==> config.mk <==
export PLATFORM = sky130hd
export DESIGN_NAME = cpu_debug_master_flat
export DESIGN_NICKNAME = d
export VERILOG_FILES = /design/src/rtl/cpu_debug_master_if.sv /design/src/rtl/cpu_debug_master.sv /design/src/flat_wrapper.sv
export SDC_FILE = /design/constraint.sdc
export NUM_CORES = 1
export LEC_CHECK = 0
export BUFFER_PORTS_ARGS = -buffer_cell sky130_fd_sc_hd__buf_2
export CAP_MARGIN = 20
export CORE_UTILIZATION = 52
export CTS_CLUSTER_DIAMETER = 60
export DETAILED_ROUTE_END_ITERATION = 8
export PLACE_DENSITY_LB_ADDON = 0.15
export REMOVE_ABC_BUFFERS = 1
export SLEW_MARGIN = 10
export SYNTH_ARGS = -nofsm -noshare
export SYNTH_HDL_FRONTEND = slang
export SYNTH_SLANG_ARGS = --single-unit
==> constraint.sdc <==
create_clock -name clk -period 2.75 [get_ports clk]
set_input_delay 0.55 -clock clk [delete_from_list [all_inputs] [get_ports clk]]
set_output_delay 0.55 -clock clk [all_outputs]
set_load 0.02 [all_outputs]
==> src/rtl/cpu_debug_master_if.sv <==
// Host byte-stream link between the UART wrapper and the CPU debug master.
// The master modport is the host side; the slave modport is the debug master.
interface cpu_debug_master_if;
    logic [7:0] rx_data;
    logic       rx_valid;
    logic       rx_ready;
    logic [7:0] tx_data;
    logic       tx_valid;
    logic       tx_ready;

    // A byte moves on a channel only in a cycle where valid and ready are both high.
    // The sender holds data and valid steady until that cycle. Ready may change at any time.
    modport master (
        output rx_data, rx_valid, tx_ready,
        input  rx_ready, tx_data, tx_valid
    );

    modport slave (
        input  rx_data, rx_valid, tx_ready,
        output rx_ready, tx_data, tx_valid
    );
endinterface

==> src/rtl/cpu_debug_master.sv <==
// Debug-port initiator: parses host command frames, drives the CPU inst/data/rf
// debug ports and CPU reset, and returns read data or status bytes to the host.
module cpu_debug_master #(
    parameter logic [7:0] ACK_BYTE      = 8'hA5,
    parameter logic [7:0] ERR_OPC       = 8'hEE,
    parameter logic [7:0] ERR_RUN       = 8'hEB,
    parameter bit         HOLD_ON_RESET = 1'b1
) (
    input  logic                 clk,
    input  logic                 rst,
    cpu_debug_master_if.slave    link,
    output logic                 cpu_rstn,
    output logic                 inst_we,
    output logic                 data_we,
    output logic                 rf_dcp_we,
    output logic                 rf_dcp_rd,
    output logic [7:0]           inst_addr,
    output logic [7:0]           data_addr,
    output logic [4:0]           rf_addr,
    output logic [31:0]          inst_in,
    output logic [31:0]          data_in,
    output logic [31:0]          rf_in,
    input  logic [31:0]          inst_out,
    input  logic [31:0]          data_out,
    input  logic [31:0]          rf_out,
    output logic                 busy,
    output logic [2:0]           dbg_state
);

    typedef enum logic [2:0] {
        S_IDLE   = 3'd0,
        S_ADDR   = 3'd1,
        S_DATA   = 3'd2,
        S_EXEC   = 3'd3,
        S_SAMPLE = 3'd4,
        S_RESP   = 3'd5
    } state_t;

    state_t      state_q, state_d;
    logic [1:0]  sel_q;       // 1 inst, 2 data, 3 rf
    logic        is_rd_q;
    logic [7:0]  addr_q;
    logic [31:0] wdata_q;
    logic [1:0]  cnt_q;
    logic [1:0]  last_q;
    logic [31:0] rbuf_q;
    logic        cpu_rstn_q;
    logic        rx_ready_c;
    logic        tx_valid_c;
    logic        rx_fire;
    logic        tx_fire;
    logic        go;
    logic [31:0] sel_out;

    // Memory/rf opcodes are 0x01..0x03 (write) and 0x11..0x13 (read).
    function automatic logic is_mem(input logic [7:0] b);
        return (b[7:5] == 3'b000) && (b[3:2] == 2'b00) && (b[1:0] != 2'b00);
    endfunction

    assign rx_fire       = link.rx_valid & rx_ready_c;
    assign tx_fire       = tx_valid_c & link.tx_ready;
    assign go            = ~cpu_rstn_q;
    assign link.rx_ready = rx_ready_c;
    assign link.tx_valid = tx_valid_c;
    assign link.tx_data  = (state_q == S_RESP) ? rbuf_q[{cnt_q, 3'b000} +: 8] : 8'h00;
    assign cpu_rstn      = cpu_rstn_q;
    assign busy          = (state_q != S_IDLE);
    assign dbg_state     = state_q;

    always_comb begin
        sel_out = 32'h0;
        case (sel_q)
            2'd1:    sel_out = inst_out;
            2'd2:    sel_out = data_out;
            2'd3:    sel_out = rf_out;
            default: sel_out = 32'h0;
        endcase
    end

    always_ff @(posedge clk) begin
        if (rst) state_q <= S_IDLE;
        else     state_q <= state_d;
    end

    always_comb begin
        state_d    = state_q;
        rx_ready_c = 1'b0;
        tx_valid_c = 1'b0;
        inst_we    = 1'b0;
        data_we    = 1'b0;
        rf_dcp_we  = 1'b0;
        rf_dcp_rd  = 1'b0;
        case (state_q)
            S_IDLE: begin
                rx_ready_c = 1'b1;
                if (link.rx_valid) state_d = is_mem(link.rx_data) ? S_ADDR : S_RESP;
            end
            S_ADDR: begin
                rx_ready_c = 1'b1;
                if (link.rx_valid) state_d = is_rd_q ? S_EXEC : S_DATA;
            end
            S_DATA: begin
                rx_ready_c = 1'b1;
                if (link.rx_valid && cnt_q == 2'd3) state_d = S_EXEC;
            end
            S_EXEC: begin
                inst_we   = go & ~is_rd_q & (sel_q == 2'd1);
                data_we   = go & ~is_rd_q & (sel_q == 2'd2);
                rf_dcp_we = go & ~is_rd_q & (sel_q == 2'd3);
                rf_dcp_rd = go &  is_rd_q & (sel_q == 2'd3);
                state_d   = S_SAMPLE;
            end
            S_SAMPLE: begin
                rf_dcp_rd = go & is_rd_q & (sel_q == 2'd3);
                state_d   = S_RESP;
            end
            S_RESP: begin
                tx_valid_c = 1'b1;
                if (link.tx_ready && cnt_q == last_q) state_d = S_IDLE;
            end
            default: state_d = S_IDLE;
        endcase
    end

    always_ff @(posedge clk) begin
        if (rst) begin
            sel_q      <= 2'd0;
            is_rd_q    <= 1'b0;
            addr_q     <= 8'h00;
            wdata_q    <= 32'h0;
            cnt_q      <= 2'd0;
            last_q     <= 2'd0;
            rbuf_q     <= 32'h0;
            cpu_rstn_q <= ~HOLD_ON_RESET;
            inst_addr  <= 8'h00;
            data_addr  <= 8'h00;
            rf_addr    <= 5'd0;
            inst_in    <= 32'h0;
            data_in    <= 32'h0;
            rf_in      <= 32'h0;
        end else begin
            case (state_q)
                S_IDLE: if (rx_fire) begin
                    sel_q   <= link.rx_data[1:0];
                    is_rd_q <= link.rx_data[4];
                    cnt_q   <= 2'd0;
                    last_q  <= 2'd0;
                    if (link.rx_data == 8'h20) begin
                        rbuf_q     <= {24'h0, ACK_BYTE};
                        cpu_rstn_q <= 1'b0;
                    end else if (link.rx_data == 8'h21) begin
                        rbuf_q     <= {24'h0, ACK_BYTE};
                        cpu_rstn_q <= 1'b1;
                    end else if (!is_mem(link.rx_data)) begin
                        rbuf_q <= {24'h0, ERR_OPC};
                    end
                end
                S_ADDR: if (rx_fire) begin
                    addr_q <= link.rx_data;
                    cnt_q  <= 2'd0;
                    // Reads go straight to EXEC, so the port address is loaded here.
                    if (is_rd_q && go) begin
                        case (sel_q)
                            2'd1:    inst_addr <= link.rx_data;
                            2'd2:    data_addr <= link.rx_data;
                            2'd3:    rf_addr   <= link.rx_data[4:0];
                            default: ;
                        endcase
                    end
                end
                S_DATA: if (rx_fire) begin
                    wdata_q[{cnt_q, 3'b000} +: 8] <= link.rx_data;
                    cnt_q <= cnt_q + 2'd1;
                    if (cnt_q == 2'd3 && go) begin
                        case (sel_q)
                            2'd1: begin
                                inst_addr <= addr_q;
                                inst_in   <= {link.rx_data, wdata_q[23:0]};
                            end
                            2'd2: begin
                                data_addr <= addr_q;
                                data_in   <= {link.rx_data, wdata_q[23:0]};
                            end
                            2'd3: begin
                                rf_addr <= addr_q[4:0];
                                rf_in   <= {link.rx_data, wdata_q[23:0]};
                            end
                            default: ;
                        endcase
                    end
                end
                S_SAMPLE: begin
                    cnt_q <= 2'd0;
                    if (go && is_rd_q) begin
                        rbuf_q <= sel_out;
                        last_q <= 2'd3;
                    end else begin
                        rbuf_q <= {24'h0, go ? ACK_BYTE : ERR_RUN};
                        last_q <= 2'd0;
                    end
                end
                S_RESP: if (tx_fire) begin
                    cnt_q <= (cnt_q == last_q) ? 2'd0 : cnt_q + 2'd1;
                end
                default: ;
            endcase
        end
    end

endmodule

==> src/flat_wrapper.sv <==
// flat-port wrapper written by rule: the top's interface ports become plain ports
module cpu_debug_master_flat 
#(
    parameter logic [7:0] ACK_BYTE      = 8'hA5,
    parameter logic [7:0] ERR_OPC       = 8'hEE,
    parameter logic [7:0] ERR_RUN       = 8'hEB,
    parameter bit         HOLD_ON_RESET = 1'b1
)
  (clk, rst, cpu_rstn, inst_we, data_we, rf_dcp_we, rf_dcp_rd, inst_addr, data_addr, rf_addr, inst_in, data_in, rf_in, inst_out, data_out, rf_out, busy, dbg_state, link_rx_data, link_rx_valid, link_tx_ready, link_rx_ready, link_tx_data, link_tx_valid);
  cpu_debug_master_if link_i ();
  input  logic clk;
  input  logic rst;
  output logic cpu_rstn;
  output logic inst_we;
  output logic data_we;
  output logic rf_dcp_we;
  output logic rf_dcp_rd;
  output logic [7:0] inst_addr;
  output logic [7:0] data_addr;
  output logic [4:0] rf_addr;
  output logic [31:0] inst_in;
  output logic [31:0] data_in;
  output logic [31:0] rf_in;
  input  logic [31:0] inst_out;
  input  logic [31:0] data_out;
  input  logic [31:0] rf_out;
  output logic busy;
  output logic [2:0] dbg_state;
  input wire logic [$bits(link_i.rx_data)-1:0] link_rx_data;
  input wire logic [$bits(link_i.rx_valid)-1:0] link_rx_valid;
  input wire logic [$bits(link_i.tx_ready)-1:0] link_tx_ready;
  output wire logic [$bits(link_i.rx_ready)-1:0] link_rx_ready;
  output wire logic [$bits(link_i.tx_data)-1:0] link_tx_data;
  output wire logic [$bits(link_i.tx_valid)-1:0] link_tx_valid;
  assign link_i.rx_data = link_rx_data;
  assign link_i.rx_valid = link_rx_valid;
  assign link_i.tx_ready = link_tx_ready;
  assign link_rx_ready = link_i.rx_ready;
  assign link_tx_data = link_i.tx_data;
  assign link_tx_valid = link_i.tx_valid;
  cpu_debug_master #(.ACK_BYTE(ACK_BYTE), .ERR_OPC(ERR_OPC), .ERR_RUN(ERR_RUN), .HOLD_ON_RESET(HOLD_ON_RESET)) u_core (.clk(clk), .rst(rst), .link(link_i), .cpu_rstn(cpu_rstn), .inst_we(inst_we), .data_we(data_we), .rf_dcp_we(rf_dcp_we), .rf_dcp_rd(rf_dcp_rd), .inst_addr(inst_addr), .data_addr(data_addr), .rf_addr(rf_addr), .inst_in(inst_in), .data_in(data_in), .rf_in(rf_in), .inst_out(inst_out), .data_out(data_out), .rf_out(rf_out), .busy(busy), .dbg_state(dbg_state));
endmodule
==> flow_metrics.tcl, run 1 <==
set metrics [dict create \
    yosysSeqAreaShare_pct 45.3 \
    ctsLongestPathBuffers 2 \
    hp-class "flip-flop to flip-flop" \
    start_util_pct 53.1 \
    grtUsageTotal_pct 27.7 \
    post_dp_cell_area_um2 9740 \
    drc 0 \
    ys_types 59 \
    clkPwrFrac_pct 33.2 \
    hold_violations 0 \
    setup_viol_count_final 0 \
    dp_hpwl_um 15400 \
    slew-limit-headroom_pct 37.6 \
    dieArea_um2 16700 \
    drv_slew 0 \
    row_count 46 \
    startpoint_type "flip-flop" \
    cts_root_buf "clkbuf_16" \
    h-tree-depth 4 \
    drive_gt1_share_pct 31.5 \
    tightest_slew_ps 928 \
    period_minus_slack_ps 2560 \
    synth_warnings 0 \
    p_leak_nw 4.14 \
    layout_setup_ws_ps 191 \
    stdcell_count 1439 \
    p_switching_mw 2.41 \
    chipHeight_um 129 \
    drv_cap 0 \
    dr_total_vias 7896 \
    async_flop_share_pct 0 \
    dp_cells 1406 \
    yosysTopAreaCellShare_pct 45.3 \
    drtIter0Drc 449 \
    nets 1323 \
    wl_per_cell_um 15.9 \
    critPathCaptureType "output port" \
    grt_max_degree 85 \
    final_cell_mix "244 x nand2_1, 242 x buf_2, 191 x dfxtp_1, 161 x a21oi_1, 46 x nor3_1" \
    crit_type "flip-flop to output port" \
    synth_edf_count 0 \
    dp_slack_ps 464 \
    yosysTopAreaCell "dfxtp_1" \
    final_area_um2 10400 \
    die_w_um 129 \
    cts_hold_buf 0 \
    numPortBuffers 243 \
    ioPinCount 244 \
    area_growth_pct 22.8 \
    ys_seq_elements 191 \
    p_comb_share_pct 26.7 \
    grt_pass1_vias 7216 \
    irDropWorstVdd_uv 533 \
    ant_nets 0 \
    skew_ps 11.6 \
    intPower_mw 4.99 \
    dominantRegCellSynth "dfxtp_1" \
    antenna_found_initial 0 \
    crit_arrival_ps 2010 \
    min_period_over_period_pct 93.1 \
    worstSkewPairLatency_ps 430 \
    clock_sinks 191 \
    antenna_cells 0 \
    p_sw_share_pct 32.6 \
    synthTopCellsByArea "dfxtp_1 45%, nand2_1 11%, a21oi_1 9.6%" \
    status "finished, final reports clean" \
    final_common_cell "nand2_1" \
    timing.fmax_mhz 391 \
    grt_overflow_total 0 \
    rsz0062_at_grt "false" \
    dr.pass1.iters 5 \
    hold_slack_ps 451 \
    core_area_um2 15900 \
    synth_area_um2 8440 \
    grt_pass1_wl_um 36300 \
    critPathMaxFanout 13 \
    cp.required_ps 2200 \
    p_seq_share_pct 40.1 \
    cts-buffers-inserted 17 \
    cts-resized-gates 0 \
    synthCells 997 \
    cts_tree "built" \
    clk_pin_slew_ps 80 \
    fin_util_pct 65.2 \
    pwr_density_cell_nw_per_um2 714 \
    post_cts_buffers 0 \
    wl_um 22900 \
    postSynthAreaPerCell_um2 8.46 \
    finalWeightedCongestion 0.821 \
    vias_per_cell 5.49 \
]
[through the flow]
| stage | setup TNS, ps | power (mW) |
|---|---|---|
| finish | 0 | 7.40 |
| global route | 0 | 7.72 |
| CTS | 0 | 7.38 |
| detailed placement | 0 | 4.96 |
| global placement | 0 | 4.93 |
| floorplan | -75150 | 4.23 |
[power by group through the flow]
stage / sequential (mW) / combinational [mW] / clock, mW
2_1_floorplan: 3.17 / 1.07 / 0
3_3_place_gp: 3.02 / 1.91 / 0
3_5_place_dp: 3.02 / 1.93 / 0
4_1_cts: 2.96 / 1.94 / 2.48
5_1_grt: 2.98 / 2.14 / 2.60
6_report: 2.96 / 1.98 / 2.46
[cell usage after synthesis, types with 5 or more instances]
master / instances
nand2b_1: 5
nor3_1: 48
clkbuf_1: 53
mux4_2: 8
nand2_1: 244
nand4_1: 26
inv_1: 6
buf_2: 12
mux2_2: 40
nand3_1: 9
nor2_1: 40
ha_1: 5
nor2b_1: 11
dfxtp_1: 191
a22o_1: 21
clkbuf_8: 13
a22o_2: 7
a22oi_1: 27
o21ai_0: 7
a21oi_1: 161
[final cells by class]
type,count,area (µm²)
multi-input cells,713,4120
clock buffers,20,467
repair buffers,281,1530
well taps,216,270
flip-flops and latches,191,3820
fillers,1445,5530
inverters,6,22.5
clock inverters,12,124
[worst paths after layout]
path                      end  slack (ps)                start  cells after the start
min reg2reg  u_core.rf_in[27]         450     u_core.rf_in[27]                      2
max reg2reg  u_core.rf_in[15]         560      u_core.cnt_q[1]                      6
max                 rf_dcp_rd         190  u_core.dbg_state[1]                      3
min          u_core.rf_in[27]         450     u_core.rf_in[27]                      2
[metal layers]
layer	up-vias	wire length, µm	global-route usage (%)
met1	3698	10100	35.1
met2	260	11100	46.5
met5	-	0	0
met3	33	1150	4.83
met4	0	567	11.6
li1	3905	-	-
[worst max-delay path: stages, from the launching register on]
cell and delay [ps]:
dfxtp_1 450, or3b_1 550, a211oi_1 350, buf_2 230
[cell families after synthesis]
logic type	synth area share [%]
adders and majority gates	0.742
xor gates and xnor gates	0.208
DFF	45.3
AOI/OAI and AO/OA	17.8
muxes	7.83
buffers and inverters	6.29
and+or+nand+nor	21.8
[flip-flops by register name, summed over array words and instances (netlist names), 2 cells and up]
| name | cells |
|---|---|
| u_core.data_in | 32 |
| u_core.rf_addr | 5 |
| u_core.wdata_q | 24 |
| u_core.dbg_state | 3 |
| u_core.sel_q | 2 |
| u_core.addr_q | 8 |
| u_core.rf_in | 32 |
| u_core.inst_in | 32 |
| u_core.rbuf_q | 32 |
| u_core.cnt_q | 2 |
| u_core.data_addr | 8 |
| u_core.inst_addr | 8 |
Note: power is estimated with default switching activity, not from simulation.
==> run 2: changes to the inputs <==
- CORE_UTILIZATION: 52 -> 56
- clock period: 2.75 -> 3.05 ns (I/O delays scaled with it)
==> run 2 against run 1 <==
Utilization up 5.0 points. Power is 9.5% lower. Setup slack got worse by 50 ps. Cell area shrank 1.1%. Register-to-register slack got worse by 60 ps. Sequential cell count unchanged. Highest routed layer unchanged.
==> flow_metrics.tcl, run 2 (synthesis gave the netlist of run 1 again) <==
set metrics [dict create \
    cts_tree "built" \
    ctsLongestPathBuffers 2 \
    cp.required_ps 2440 \
    die_w_um 125 \
    drc 0 \
    hold_end "u_core.rf_in[9]" \
    clk_pin_slew_ps 70 \
    nets 1314 \
    h-tree-depth 4 \
    area_growth_pct 21.4 \
    worst_r2r_endpoint "u_core.wdata_q[22]" \
    ff_latch_area_um2 3820 \
    cts-resized-gates 0 \
    critPathMaxFanout 23 \
    drive_gt1_share_pct 30.7 \
    p_leak_nw 4.10 \
    vias_per_cell 5.68 \
    cts-buffers-inserted 17 \
    status "finished, final reports clean" \
    critPathSlowestCell "dfxtp_1" \
    grt_overflow_total 0 \
    ioPinCount 244 \
    critPathCaptureType "output port" \
    reg2reg_from "u_core.cnt_q[1]" \
    crit_arrival_ps 2300 \
    final_cell_mix "244 x nand2_1, 242 x buf_2, 191 x dfxtp_1, 161 x a21oi_1, 46 x nor3_1" \
    grt_max_degree 86 \
    dr.pass1.iters 5 \
    chipHeight_um 125 \
    wl_per_cell_um 16.6 \
    startpoint_type "flip-flop" \
    setup_viol_count_final 0 \
    drv_slew 0 \
    drv_cap 0 \
    worstHoldPathCells 2 \
    timing.fmax_mhz 344 \
    multiInputGateArea_um2 4120 \
    drtIter0Drc 620 \
    slowest_delay_ps 870 \
    antenna_found_initial 1 \
    crit_type "flip-flop to output port" \
    wl_um 23100 \
    worstSkewPairLatency_ps 430 \
    slew-limit-headroom_pct 40.4 \
    pwr_density_cell_nw_per_um2 653 \
    fin_util_pct 70.2 \
    dp_hpwl_um 15200 \
    cts_root_buf "clkbuf_16" \
    start_util_pct 57.8 \
    grtUsageTotal_pct 29.8 \
    hold_start "u_core.rf_in[9]" \
    hold_violations 0 \
    clock_sinks 191 \
    ant_nets 0 \
    rsz0062_at_grt "false" \
    numPortBuffers 243 \
    grt_pass1_vias 7460 \
    min_period_over_period_pct 95.4 \
    period_minus_slack_ps 2910 \
    row_count 44 \
    dieArea_um2 15600 \
    core_area_um2 14600 \
    grt_pass1_wl_um 37600 \
    hp-class "flip-flop to flip-flop" \
    nFillCells 1204 \
    cts_hold_buf 0 \
    r2r_cells 5 \
    post_cts_buffers 0 \
    finalWeightedCongestion 0.826 \
    final_common_cell "nand2_1" \
    r2r_slack_ps 500 \
    skew_ps 8.50 \
    path_cells "nor3b_1 -> nand3_1 -> nor2_1 -> buf_2" \
    tightest_slew_ps 892 \
    hold_slack_ps 448 \
    irDropWorstVdd_uv 424 \
    setup_tns_ps 0 \
    dr_total_vias 7930 \
]
## run 2: cell types whose count changed in the layout (fill, tap and decap cells not counted)
cell        before  now
inv_6            4    2
bufinv_16        1    3
diode_2          0    1
inv_8            2    0
buf_4           36   27
clkinvlp_4       3    1
clkbuf_1         0    1
clkinv_2         1    3
clkbuf_8         3    1
## run 2: worst max-delay path: cells and delay by family, from the launching register on
family                 cells  cell delay [ps]
buffers and inverters      1              190
DFF                        1              870
and+or+nand+nor            3              820
## run 2: per-stage QoR
step,setup slack (ps),cells,cell area (µm²),total power [mW]
after global placement,656,1366,9660,4.46
after detailed placement,628,1366,9660,4.48
after global routing,21.2,1396,10200,6.96
after floorplan,-687,910,7930,3.82
after CTS,199,1395,10200,6.69
final,141,1396,10200,6.69
## run 2: how the worst max path moves through the flow
stage / from / end / slack (ps) / cells after the start
global route: u_core.dbg_state[1] / rf_dcp_we / 20 / 4
detailed placement: u_core.cnt_q[1] / u_core.wdata_q[21] / 630 / 5
CTS: u_core.dbg_state[1] / inst_we / 200 / 4
finish: u_core.dbg_state[1] / inst_we / 140 / 4
floorplan: u_core.sel_q[0] / u_core.inst_in[0] / -690 / 4
global placement: u_core.cnt_q[1] / u_core.wdata_q[17] / 660 / 5
## run 2: metal layers
layer  vias to the layer above  GRT usage [%]  wire length [µm]
li1                       3887              -                 -
met1                      3709           38.0              9900
met2                       302           50.4             11400
met3                        32           5.11              1320
met4                         0           11.0               459
met5                         -              0                 0
## run 2: power breakdown
group	switching (mW)	total [mW]	internal (mW)
Clock	0.936	2.24	1.30
Combinational	1.05	1.72	0.669
Sequential	0.137	2.73	2.60
Total	2.13	6.69	4.57
## run 2: cell type report
| class | count | area share (%) |
|---|---|---|
| Antenna cell | 1 | 0.0244 |
| Clock buffer | 19 | 4.32 |
| Clock inverter | 10 | 1.36 |
| Inverter | 6 | 0.220 |
| Multi-Input combinational cell | 713 | 40.2 |
| Sequential cell | 191 | 37.3 |
| Tap cell | 184 | 2.25 |
| Timing Repair Buffer | 272 | 14.3 |
